### src/rtl/stage_pkg.sv
// Shared encodings for the stage sequencer: visible Stage codes, memory
// codes, the internal FSM state and the captured control bundle.
package stage_pkg;

  localparam logic [2:0] STG_IDLE   = 3'd0;
  localparam logic [2:0] STG_FETCH  = 3'd1;
  localparam logic [2:0] STG_DECODE = 3'd2;
  localparam logic [2:0] STG_EXEC   = 3'd3;
  localparam logic [2:0] STG_MEM    = 3'd4;
  localparam logic [2:0] STG_WB     = 3'd5;

  typedef enum logic [1:0] {
    MEM_NONE  = 2'd0,
    MEM_RD    = 2'd1,
    MEM_WR    = 2'd2,
    MEM_RD_RF = 2'd3
  } mem_code_e;

  typedef enum logic [2:0] {
    ST_IDLE,
    ST_S1,
    ST_S2,
    ST_S3,
    ST_S4,
    ST_S5,
    ST_HALTED
  } state_e;

  typedef struct packed {
    logic      ma_sel;
    mem_code_e mem_code_mem;
    mem_code_e mem_code_wb;
    logic      jump;
  } ctl_t;

  // Values a NOP carries forward; also the reset contents of the capture registers.
  localparam ctl_t CTL_INERT = '{ma_sel: 1'b1, mem_code_mem: MEM_NONE,
                                 mem_code_wb: MEM_NONE, jump: 1'b0};

  function automatic logic [2:0] stage_of(input state_e s);
    logic [2:0] stg;
    case (s)
      ST_S1:   stg = STG_FETCH;
      ST_S2:   stg = STG_DECODE;
      ST_S3:   stg = STG_EXEC;
      ST_S4:   stg = STG_MEM;
      ST_S5:   stg = STG_WB;
      default: stg = STG_IDLE;
    endcase
    return stg;
  endfunction

endpackage

### src/rtl/stage_ctl_latch.sv
// Capture registers for the per-instruction control codes plus the nop and
// halt latches; loaded once per instruction when Decode is left.
module stage_ctl_latch
  import stage_pkg::*;
(
  input  logic clk,
  input  logic rst_n,
  input  logic load,
  input  logic force_inert,
  input  ctl_t ctl_in,
  input  logic nop_in,
  input  logic halt_in,
  output ctl_t ctl_out,
  output logic nop_latched,
  output logic halt_latched
);

  ctl_t ctl_q, ctl_d;
  logic nop_q, nop_d;
  logic halt_q, halt_d;

  // NOTE: every always_comb output gets a hold default first, so a missed branch cannot infer a latch.
  always_comb begin
    ctl_d  = ctl_q;
    nop_d  = nop_q;
    halt_d = halt_q;
    if (load) begin
      ctl_d  = force_inert ? CTL_INERT : ctl_in;
      nop_d  = nop_in;
      halt_d = halt_in;
    end
  end

  // NOTE: state updates use non-blocking assignments so all flops sample the same pre-edge values.
  always_ff @(posedge clk) begin
    if (!rst_n) begin
      ctl_q  <= CTL_INERT;
      nop_q  <= 1'b0;
      halt_q <= 1'b0;
    end else begin
      ctl_q  <= ctl_d;
      nop_q  <= nop_d;
      halt_q <= halt_d;
    end
  end

  assign ctl_out      = ctl_q;
  assign nop_latched  = nop_q;
  assign halt_latched = halt_q;

endmodule

### src/rtl/stage_sequencer.sv
// Five-stage control sequencer: drives Stage 1..5 with run/step, memory-wait
// stalls, optional NOP short-circuit and HALT; counts retired instructions.
module stage_sequencer
  import stage_pkg::*;
#(
  parameter bit NOP_SKIP = 1'b0,
  parameter int CNT_W    = 16
) (
  input  logic             Clock,
  input  logic             Resetn,
  input  logic             Run,
  input  logic             Step,
  input  logic             Mem_Wait,
  input  logic             NOP_In,
  input  logic             Halt_In,
  input  logic             Ctl_MA_Select_In,
  input  logic [1:0]       Ctl_Mem_Code_Mem_In,
  input  logic [1:0]       Ctl_Mem_Code_WB_In,
  input  logic             Ctl_Jump_In,
  output logic [2:0]       Stage,
  output logic             NOP_FLAG,
  output logic             MA_Select_Memory_Stage,
  output logic [1:0]       Memory_Z_RM_WM_RF_Memory_Stage,
  output logic [1:0]       Memory_Z_RM_WM_RF_WriteBack_Stage,
  output logic             PC_Enable_Write_Back_Stage_Jump_Branch,
  output logic             Halted,
  output logic [CNT_W-1:0] Instr_Count
);

  state_e           state_q, state_d;
  logic [CNT_W-1:0] cnt_q, cnt_d;
  logic             adv;
  logic             load;
  logic             nop_latched;
  logic             halt_latched;
  ctl_t             ctl_in;
  ctl_t             ctl;

  assign adv    = Run | Step;
  assign ctl_in = '{ma_sel:       Ctl_MA_Select_In,
                    mem_code_mem: mem_code_e'(Ctl_Mem_Code_Mem_In),
                    mem_code_wb:  mem_code_e'(Ctl_Mem_Code_WB_In),
                    jump:         Ctl_Jump_In};

  always_comb begin
    state_d = state_q;
    cnt_d   = cnt_q;
    load    = 1'b0;
    case (state_q)
      ST_IDLE: if (adv) state_d = ST_S1;
      ST_S1:   if (adv && !Mem_Wait) state_d = ST_S2;
      ST_S2: begin
        if (adv) begin
          load = 1'b1;
          // A skipped NOP retires here, since it never reaches Write Back.
          if (NOP_In && NOP_SKIP) begin
            state_d = ST_S1;
            cnt_d   = cnt_q + CNT_W'(1);
          end else begin
            state_d = ST_S3;
          end
        end
      end
      ST_S3:   if (adv) state_d = ST_S4;
      ST_S4:   if (adv && !(Mem_Wait && (ctl.mem_code_mem != MEM_NONE))) state_d = ST_S5;
      ST_S5: begin
        if (adv) begin
          cnt_d   = cnt_q + CNT_W'(1);
          state_d = halt_latched ? ST_HALTED : ST_S1;
        end
      end
      ST_HALTED: state_d = ST_HALTED;
      default:   state_d = ST_IDLE;
    endcase
  end

  always_ff @(posedge Clock) begin
    if (!Resetn) begin
      state_q <= ST_IDLE;
      cnt_q   <= '0;
    end else begin
      state_q <= state_d;
      cnt_q   <= cnt_d;
    end
  end

  stage_ctl_latch u_ctl_latch (
    .clk          (Clock),
    .rst_n        (Resetn),
    .load         (load),
    .force_inert  (NOP_In),
    .ctl_in       (ctl_in),
    .nop_in       (NOP_In),
    .halt_in      (Halt_In),
    .ctl_out      (ctl),
    .nop_latched  (nop_latched),
    .halt_latched (halt_latched)
  );

  assign Stage                                  = stage_of(state_q);
  assign NOP_FLAG                               = (state_q == ST_S2) ? NOP_In : nop_latched;
  assign MA_Select_Memory_Stage                 = ctl.ma_sel;
  assign Memory_Z_RM_WM_RF_Memory_Stage         = ctl.mem_code_mem;
  assign Memory_Z_RM_WM_RF_WriteBack_Stage      = ctl.mem_code_wb;
  assign PC_Enable_Write_Back_Stage_Jump_Branch = ctl.jump;
  assign Halted                                 = (state_q == ST_HALTED);
  assign Instr_Count                            = cnt_q;

endmodule

### config.mk
export PLATFORM = sky130hd
export DESIGN_NAME = stage_sequencer
export DESIGN_NICKNAME = d
export VERILOG_FILES = /design/src/rtl/stage_pkg.sv /design/src/rtl/stage_ctl_latch.sv /design/src/rtl/stage_sequencer.sv
export SDC_FILE = /design/constraint.sdc
export NUM_CORES = 1
export LEC_CHECK = 0
export CORE_MARGIN = 2
export CORE_UTILIZATION = 46
export CTS_CLUSTER_DIAMETER = 60
export DETAILED_ROUTE_END_ITERATION = 12
export MAX_ROUTING_LAYER = met4
export PLACE_DENSITY = 0.78
export SYNTH_ARGS = -nofsm -noshare
export SYNTH_HDL_FRONTEND = slang
export SYNTH_HIERARCHICAL = 1
export SYNTH_SLANG_ARGS = --single-unit
### constraint.sdc
create_clock -name Clock -period 2.37 [get_ports Clock]
set_clock_uncertainty 0.1 [all_clocks]
set_input_delay 0.474 -clock Clock [delete_from_list [all_inputs] [get_ports Clock]]
set_output_delay 0.474 -clock Clock [all_outputs]
set_load 0.03 [all_outputs]
==> results.toml <==
[status]
status = "finished, final reports clean"

[power_and_ir_drop]
irDropWorstVdd_v = 0.0004066
seq_power_share_pct = 56.4
p_sw_share_pct = 27.70
p_sw_w = 0.0002351
combPwrFrac_pct = 20.6
p_total_w = 0.0008488
power.internal_w = 0.0006137
clockPowerShare_pct = 22.9
power_density_nw_per_um2 = 476.7
p_leak_nw = 0.6174

[clocking]
cts.sinks = 27
clockBufferDepth = 2
cts_hold_buf = 0
cts_root_buffer = "clkbuf_4"
clock_latency_ns = 0.32
cts_max_level = 1
cts_made_buffers = 3
tritoncts = "yes"
clkTransAtPathRegs_ns = 0.13
cts_setup_buffers = 0

[global_route]
gr-total-overflow = 0
grt_use_total_pct = 19.40
grt_pass1_wl_mm = 5.037
grt_max_degree = 16
grt_pass1_vias = 1202
antenna_found_initial = 0

[place]
io_buffers = 39
gp_congestion = 0.7697
place_hpwl_mm = 2.304

[yosys]
syn_avg_cell_area_um2 = 8.791
synth-compound-area-share_pct = 14.33
synth-seq-cells = 27
synth_edf_count = 0
yosysSeqAreaShare_pct = 40.19
syn_nets = 167
synth-xor-area-share_pct = 5.209
muxShareOfSynthArea_pct = 4.558
synthFlopType = "dfxtp_1"
syn-cell-area_um2 = 1345
yosysUniqueCellTypes = 42
syn_inst = 153
synth_fa_ha_area_share_pct = 0.9302
ys.warnings.count = 6
synth_top_family_by_area = "simple AND/OR/NAND/NOR gates"
netlist.area_leader.share_pct = 40.19
yosysTopAreaCell = "dfxtp_1"
synth_area_leaders = "dfxtp_1 40%, nor2_1 4.2%, mux2i_1 3.7%"
async_flop_share_pct = 0
synth_simple_gate_area_share_pct = 28.28

[floorplanning]
row_count = 19
initial_core_util_pct = 48.77
fp.dieW_um = 58.08
die_h_um = 58.08
ios = 40
die_area_um2 = 3373
core_um2 = 2758

[final_layout]
mostFrequentLayoutCells = "38 x clkdlybuf4s50_1, 25 x dfxtp_1, 15 x nor2_1"
nets = 209
drive_gt1_share_pct = 10.31
fillers = 258
area_delta_synth_final_pct = 32.37
diodes = 0
layout_commonest_cell = "clkdlybuf4s50_1"

[sta]
finalMaxSlewViolations = 0
slew_headroom_pct = 74.40
fin_crit_ns = 2.239
fmax_mhz = 446.7
final.setup.tns_ns = 0
hold_violations = 0
rsz0062_at_grt = "no"
finalSetupViolations = 0
final.period_utilization_pct = 94.46
tightestPinTransition_ns = 0.3829

[worst_setup_path]
crit_path_max_fanout = 9
crit_chain = "inv_1, nand2_1, inv_1, clkdlybuf4s50_1"
cp-start-kind = "flop"
crit_type = "reg2out"
max_stage_delay_ns = 0.66
crit_family = "buffers and inverters"
cp.arrival_ns = 1.66
cp.required_ns = 1.80
cp_common_cell = "inv_1"
endpoint_kind = "primary output"
cpMaxStageDelayCell = "clkdlybuf4s50_1"
worst-path-buf-inv = 3

[run]
maxCapViolCount = 0

[worst_hold_path]
hp-class = "reg2reg"

[drt]
routed_wl_mm = 3.072
drt-pass1-iter-count = 4
wire_per_inst_um = 13.65
route.detailed.drc = 0
drt_iter0_drc = 50
vias_per_cell = 5.560
drtAntennaViolNets = 0
vias = 1251
==> routing by layer <==
metal	track usage, %	share of wire [%]	up-vias
li1	-	-	627
met1	22.59	43	590
met2	33.28	52	29
met3	2.455	4.0	5
met4	8.638	1.5	0
met5	-	0	-
==> repair_timing <==
action,in CTS,in global routing
cloned,0,0
setup endpoints to repair,1,2
resized for setup,1,1
==> layout make-up <==
class                   instances  area [um^2]  share of cell area [%]
inverters                       6        22.52                   1.265
well taps                      31        38.79                   2.178
multi-input cells             112        716.9                   40.27
clock buffers                   4        26.28                   1.476
flip-flops and latches         27        543.0                   30.50
repair buffers                 45        432.9                   24.31
==> state kept, by name (all words and copies together), names as in the netlist <==
signal	cells
u_ctl_latch/ctl_out	6
state_q	3
u_ctl_latch/halt_latched	1
Instr_Count	16
u_ctl_latch/nop_latched	1
==> worst paths after layout <==
path	startpoint	endpoint	slack, ns	cells past startpoint
max	state_q[2]	Stage[1]	0.13	4
min	u_ctl_latch/ctl_out[2]	u_ctl_latch/ctl_out[2]	0.38	2
max reg2reg	Instr_Count[3]	Instr_Count[11]	0.39	4
min reg2reg	u_ctl_latch/ctl_out[2]	u_ctl_latch/ctl_out[2]	0.38	2
==> power groups by stage <==
| stage | combinational, W | sequential, W | clock, W |
|---|---|---|---|
| 6_report | 0.000175 | 0.000479 | 0.000195 |
| 5_1_grt | 0.000186 | 0.000482 | 0.000216 |
| 4_1_cts | 0.000174 | 0.000479 | 0.000204 |
| 3_5_place_dp | 0.000172 | 0.000488 | 0 |
| 3_3_place_gp | 0.000169 | 0.000488 | 0 |
| 2_1_floorplan | 0.000107 | 0.000486 | 0 |
==> synth_stat cells (all sizes together) (2+ instances only) <==
| library cell | instances |
|---|---|
| nand2 | 13 |
| nand3b | 6 |
| o31ai | 4 |
| nor3 | 3 |
| nand2b | 2 |
| xor2 | 5 |
| or3 | 3 |
| dfxtp | 27 |
| buf | 6 |
| nand3 | 6 |
| or4 | 4 |
| mux2i | 5 |
| xnor2 | 3 |
| a21oi | 8 |
| nor2b | 3 |
| clkbuf | 2 |
| nand4 | 4 |
| nor4 | 3 |
| o21ai | 10 |
| inv | 6 |
| nor2 | 15 |
| o21a | 2 |
==> stage by stage <==
| stage | hold slack (ns) | utilization (%) | std cells | worst slack [ns] | area, um^2 |
|---|---|---|---|---|---|
| after CTS | 0.3877 | 64.52 | 225 | 0.02998 | 1779 |
| after global placement | 0.3560 | 63.52 | 221 | 0.1096 | 1752 |
| after floorplan | 0.3784 | - | 153 | 0.4759 | 1345 |
| after global routing | 0.4132 | 64.56 | 225 | 0.05117 | 1780 |
| final | 0.3827 | 64.56 | 225 | 0.1313 | 1780 |
| after detailed placement | 0.3677 | 63.52 | 221 | 0.04548 | 1752 |
==> worst min-delay path, cell delays in order, from the launching register on <==
cell and delay, ns:
dfxtp_1 0.33, nand3b_1 0.07, o21ai_1 0.05
==> logic make-up (layout without fill, tap and decap cells) <==
family / count (synthesis) / after routing
muxes: 6 / 6
xor gates and xnor gates: 8 / 8
adders and majority gates: 1 / 1
DFF: 27 / 27
buffers and inverters: 14 / 55
AOI/OAI and AO/OA: 29 / 29
and+or+nand+nor: 68 / 68
Note: power is estimated with default switching activity, not from simulation.
